`config.mk`:
```
export PLATFORM = sky130hd
export DESIGN_NAME = gshare_predictor
export DESIGN_NICKNAME = d
export VERILOG_FILES = /design/src/rtl/gshare_predictor.sv
export SDC_FILE = /design/constraint.sdc
export NUM_CORES = 1
export LEC_CHECK = 0
export BUFFER_PORTS_ARGS = -buffer_cell sky130_fd_sc_hd__buf_2
export CAP_MARGIN = 20
export CORE_ASPECT_RATIO = 1.4
export CORE_MARGIN = 4
export CORE_UTILIZATION = 35
export DETAILED_ROUTE_END_ITERATION = 12
export GPL_ROUTABILITY_DRIVEN = 0
export GPL_TIMING_DRIVEN = 0
export SKIP_CTS_REPAIR_TIMING = 1
export SLEW_MARGIN = 20
export SYNTH_ARGS = -nofsm -noshare
export SYNTH_HDL_FRONTEND = slang
export SYNTH_SLANG_ARGS = --single-unit
```
`constraint.sdc`:
```
create_clock -name clk_in -period 13.3 [get_ports clk_in]
set_clock_uncertainty 0.2 [all_clocks]
set_input_delay 1.995 -clock clk_in [delete_from_list [all_inputs] [get_ports clk_in]]
set_output_delay 1.995 -clock clk_in [all_outputs]
set_load 0.02 [all_outputs]
```
`src/rtl/gshare_predictor.sv`:
```
// Global-history branch predictor: saturating counters indexed by
// address XOR a speculatively updated, mispredict-repaired GHR.
module gshare_predictor #(
  parameter int INDEX_WIDTH = 6,
  parameter int HIST_WIDTH  = 6,
  parameter int CTR_WIDTH   = 2
) (
  input  logic                   clk_in,
  input  logic                   rst_in,
  input  logic                   query_valid,
  input  logic [INDEX_WIDTH-1:0] query_addr,
  output logic                   prediction,
  output logic [HIST_WIDTH-1:0]  query_hist,
  input  logic                   update_valid,
  input  logic [INDEX_WIDTH-1:0] update_addr,
  input  logic [HIST_WIDTH-1:0]  update_hist,
  input  logic                   update_branch,
  input  logic                   update_mispredict
);

  localparam int ENTRIES = 2 ** INDEX_WIDTH;
  localparam logic [CTR_WIDTH-1:0] CTR_MAX = '1;
  localparam logic [CTR_WIDTH-1:0] CTR_INIT = ~(CTR_MAX >> 1);

  logic [CTR_WIDTH-1:0]   ctr_q [ENTRIES];
  logic [HIST_WIDTH-1:0]  ghr_q;
  logic [INDEX_WIDTH-1:0] q_idx;
  logic [INDEX_WIDTH-1:0] u_idx;
  logic [CTR_WIDTH-1:0]   q_ctr;
  logic [CTR_WIDTH-1:0]   u_ctr;
  logic [CTR_WIDTH-1:0]   u_nxt;
  logic [HIST_WIDTH-1:0]  q_next;
  logic [HIST_WIDTH-1:0]  u_next;

  assign q_idx = query_addr ^ INDEX_WIDTH'(ghr_q);
  assign u_idx = update_addr ^ INDEX_WIDTH'(update_hist);

  assign q_ctr      = ctr_q[q_idx];
  assign u_ctr      = ctr_q[u_idx];
  assign prediction = q_ctr[CTR_WIDTH-1];
  assign query_hist = ghr_q;

  always_comb begin
    u_nxt = u_ctr;
    unique case (1'b1)
      update_branch && (u_ctr != CTR_MAX):
        u_nxt = u_ctr + CTR_WIDTH'(1);
      !update_branch && (u_ctr != '0):
        u_nxt = u_ctr - CTR_WIDTH'(1);
      default:
        u_nxt = u_ctr;
    endcase
  end

  // a 1-bit history has nothing to shift; it is just the new outcome
  if (HIST_WIDTH == 1) begin : g_h1
    assign q_next = prediction;
    assign u_next = update_branch;
  end else begin : g_hn
    assign q_next = {ghr_q[HIST_WIDTH-2:0], prediction};
    assign u_next = {update_hist[HIST_WIDTH-2:0], update_branch};
  end

  always_ff @(posedge clk_in or posedge rst_in) begin
    if (rst_in) begin
      ghr_q <= '0;
    end else if (update_valid && update_mispredict) begin
      ghr_q <= u_next;
    end else if (query_valid) begin
      ghr_q <= q_next;
    end
  end

  always_ff @(posedge clk_in or posedge rst_in) begin
    if (rst_in) begin
      for (int i = 0; i < ENTRIES; i++) begin
        ctr_q[i] <= CTR_INIT;
      end
    end else if (update_valid) begin
      ctr_q[u_idx] <= u_nxt;
    end
  end

endmodule
```
# == Word level (Yosys, flattened, before mapping) ==
# Index checks and enable logic that the tools add are counted.
# op_classes
n_reduce_logical,7
n_lt_le_gt_ge,3
bitwise_logic,4
eq_ne,1
mux,12
n_addsub,2
# ops
cell,n
bitwise mux 128 bit,1
binary-select mux 2 bit (select 6 bit),2
greater-or-equal comparator 7 bit (second input constant),2
NOT 6 -> 7 bit,2
demux 2 bit (select 6 bit),1
two-way mux 6 bit,2
XOR 6 bit,2
two-way mux 2 bit,5
< comparator 7 x 1 -> 1 bit (second input constant),1
logical AND 1 bit,4
case mux 2 bit (2 select lines),1
nonzero test 2 bit,2
adder 2 x 1 -> 2 bit (second input constant),1
!= test 2 bit (second input constant),1
subtractor 2 x 1 -> 2 bit (second input constant),1
zero test 1 bit,1
# word_totals
regBits,134
wordCells,94
input_bits,24
out_inout_bits,7

# == Longest topological paths before layout ==
# logic_depth
word_depth,9
depth_mapped,12

# == Worst setup path before layout ==
# Ideal clock, no wire load.
# synth_timing
path_kind,input to output
startpoint,in query_addr[0]
endpoint,out prediction
setup_slack_ns,6.736
arrival_time_ns,4.369
n_path_buf,1
stages,6
cell_sequence,xnor2_1 > buf_2 > mux4_2 > mux4_2 > a211oi_1 > a21oi_1
# synth_between
elab_chain_len,5
# synth_lines
item,line,source
from (decl),11,"input logic [INDEX_WIDTH-1:0] query_addr,"
XOR 6 bit,35,assign q_idx = query_addr ^ INDEX_WIDTH'(ghr_q);
NOT 6 -> 7 bit (not written as such),38,assign q_ctr = ctr_q[q_idx];
binary-select mux 2 bit (select 6 bit),38,
two-way mux 2 bit (not written as such) (2 in a row),38,
to (decl),12,"output logic prediction,"
# No other way between the ends. The select of a mux whose other input is x is not followed.

# == Worst setup path after layout ==
# layout_timing
startpoint,in query_addr[1]
endpoint,out prediction
# Same word-level chain as after synthesis.

==> results.md <==
* Crit-path cells: buf_2, xor2_2, clkbuf_1, mux4_2, mux4_2, a211oi_1, a21oi_1, buf_2
* FF-to-FF setup slack at 9.67 ns
* FF-to-FF End: query_hist[0]
* Routed wire per std cell at 21.4 µm
* HPWL after DPL at 15.8 mm
* Post-Syn Area at 7180 µm²
* Clock Path Buffers at 2
* Crit path kind: in -> out
* Least-Margin Pin Slew at 1.13 ns
* ANT cells at 0
* Die area at 22,900 µm²
* Max-slew headroom at 24.3%
* Final wirelength at 22.1 mm
* Pins Over Slew Limit at 0
* Synth top area share at 24.4%
* # Max-Cap Violations at 0
* Most area-consuming cells after synthesis: dfrtp_1 24%, dfstp_2 23%, nand2_1 12%
* Crit share post-route at 53.1%
* Post-Syn Instances at 714
* Fmax at 142 MHz
* Length of routed met3 wiring at 1.44 mm
* Min-delay worst type: reg -> reg
* Crit path capture type: output port
* FF-to-FF path depth at 8
* Vias per cell at 5.64
* Tmin final at 7.06 ns
* CTS sink count at 134
* PD cells at 169 nW/µm²
* Port-buffer cells at 29
* Critical path destination: prediction
* Die Y at 177 µm
* Area grow syn2layout at 16.4%
* # nets final at 791
* Crit path max fanout at 10
* Std-Cell Rows at 61
* Initial antenna violation count at 0
* WP data required at 11.10 ns
* Width of the die at 129 µm
* Initial core utilization at 35.9%
* Core Area at 20,000 µm²
* Largest net degree at the start of global routing at 100
* Post-synth EDFFs at 0
* CP Launch Type: input port
* Asr flop ratio synth at 100%
* Drt first-iter violations at 508
* Num CTS Buffers at 17
* #FFs+latches synth at 134
* Clk pin slew, worst setup/hold paths at 0.05 ns
* First-pass detailed-route iteration total at 8
* Status: completed
* Clock Tree Root: clkbuf_16
* Final setup fails at 0
* Length of routed met2 wiring at 11.0 mm
* Fillers at 1,932
* CTS H-Tree Depth at 4
* Hold Slack at 0.272 ns
* Post-synth cell types at 51
* Grt ovf at 0
* Via count at 5,825
* Leakage at 0.00324 µW
* Total power at 1410 µW
* Final Hold Viols at 0
* Vias in the first global route at 5,792
* CP peak stage delay at 0.72 ns
* Syn_area_per_cell at 10.1 µm²
* HP Start: ctr_q[35]
* Yosys warns at 0
* Layout cell share with drive strength beyond 1 at 30.5%
* RSZ-0062 raised after global routing: false
* CTS tree: built
* Slowest-stage cell, CP: clkbuf_1
* FF-to-FF Start: query_hist[1]
* Io pins at 31
* Clock latency at the later pin of the worst-skew pair at 0.43 ns
* Ys flop type: dfrtp_1
* Worst endpoint data arrival time at 4.87 ns
* First-pass GRT wire length at 34.2 mm
* Antenna Violating Nets Remaining at 0
* Syn Nets at 738
* Worst IR Drop VDD at 0.0751 mV
* Setup crit start: query_addr[1]
* Top sig layer: met4
* Post-synthesis sequential area ratio at 47.8%
* TNS Setup at 0 ns
* DRC at 0
* DRT met1 WL at 8.66 mm
* Yosys top cell by area: dfrtp_1
* GRT Resource Usage Total at 19.8%
worst min path at each step:
stage                           end  slack (ns)  cells past startpoint
after floorplan           ctr_q[68]        0.24                      2
after global placement    ctr_q[68]        0.26                      2
after detailed placement  ctr_q[35]        0.26                      2
after CTS                 ctr_q[35]        0.27                      2
after global routing      ctr_q[35]        0.29                      2
final                     ctr_q[35]        0.27                      2
metal layers:
layer,GRT usage [%],vias up
met4,9.63,0
li1,-,2679
met5,0,-
met1,23.6,2789
met3,3.91,85
met2,33.9,272
power breakdown:
group          total (µW)  switching [µW]  internal (µW)
clock                 475             192            283
sequential            579            64.0            515
combinational         355             210            144
total                1410             467            942
worst max-delay path: cells and delay by family:
kind | cells | cell delay (ns)
muxes | 2 | 0.93
buffers and inverters | 3 | 1.01
AOI/OAI and AO/OA | 2 | 0.36
xor gates and xnor gates | 1 | 0.56
synthesized netlist by cell type, drive strengths merged (2+ instances only):
cell / n
dfstp: 64
inv: 2
xor2: 8
a21oi: 8
nand3: 14
o211ai: 2
xnor2: 9
a31oi: 8
mux4: 32
a22oi: 3
a211o: 2
dfrtp: 70
o221ai: 3
a311oi: 4
o22ai: 4
o21ai: 143
buf: 24
nand2: 232
nor3: 15
a211oi: 2
mux2: 2
a22o: 2
clkbuf: 9
and2: 3
mux2i: 21
nor2: 12
per-stage QoR:
| step | std cells | worst slack [ns] | util (%) | area, µm² |
|---|---|---|---|---|
| 3_3_place_gp | 995 | 5.80 | 38.2 | 7640 |
| 4_1_cts | 1032 | 5.98 | 41.7 | 8340 |
| 6_report | 1032 | 6.24 | 41.8 | 8350 |
| 3_5_place_dp | 1000 | 5.98 | 38.8 | 7750 |
| 5_1_grt | 1032 | 6.13 | 41.8 | 8350 |
| 2_1_floorplan | 714 | 6.74 | - | 7180 |
layout by cell type, fill, tap and decap left out, types with 3 or more instances in the layout:
master | netlist | layout
a21oi_1 | 7 | 7
a22oi_1 | 3 | 3
a311oi_1 | 4 | 4
a31oi_1 | 8 | 8
and2_1 | 3 | 3
buf_2 | 7 | 36
buf_4 | 7 | 7
buf_6 | 10 | 14
clkbuf_1 | 9 | 10
clkbuf_16 | 0 | 17
clkinvlp_4 | 0 | 5
dfrtp_1 | 70 | 70
dfstp_2 | 64 | 64
inv_6 | 0 | 4
mux2i_1 | 21 | 21
mux4_2 | 30 | 30
nand2_1 | 231 | 231
nand3_1 | 14 | 14
nor2_1 | 12 | 12
nor3_1 | 15 | 9
nor3_2 | 0 | 6
o21ai_0 | 23 | 23
o21ai_1 | 84 | 84
o21ai_2 | 36 | 36
o221ai_1 | 3 | 3
o22ai_1 | 4 | 4
xnor2_1 | 8 | 7
xor2_1 | 6 | 5
xor2_2 | 2 | 3
cells by family after synthesis:
family	synth area share (%)
simple gates	15.9
mux	13.4
fa+ha+maj	0.192
flops	47.8
buf+inv	3.36
compound gates	16.9
xor+xnor	2.39
area by class of cell:
class                           count  area, µm²  share of cell area (%)
Buffer                             33        234                    2.80
Clock inverter                     13        146                    1.75
Clock buffer                       19        443                    5.30
Tap cell                          252        315                    3.78
Multi-Input combinational cell    545       3550                    42.5
Sequential cell                   134       3430                    41.1
Inverter                            2       15.0                   0.180
Timing Repair Buffer               34        218                    2.61
state kept, by name, summed over array words and instances, names as in the netlist:
register and count:
ctr_q 128, query_hist 6
Note: power is estimated with default switching activity, not from simulation.
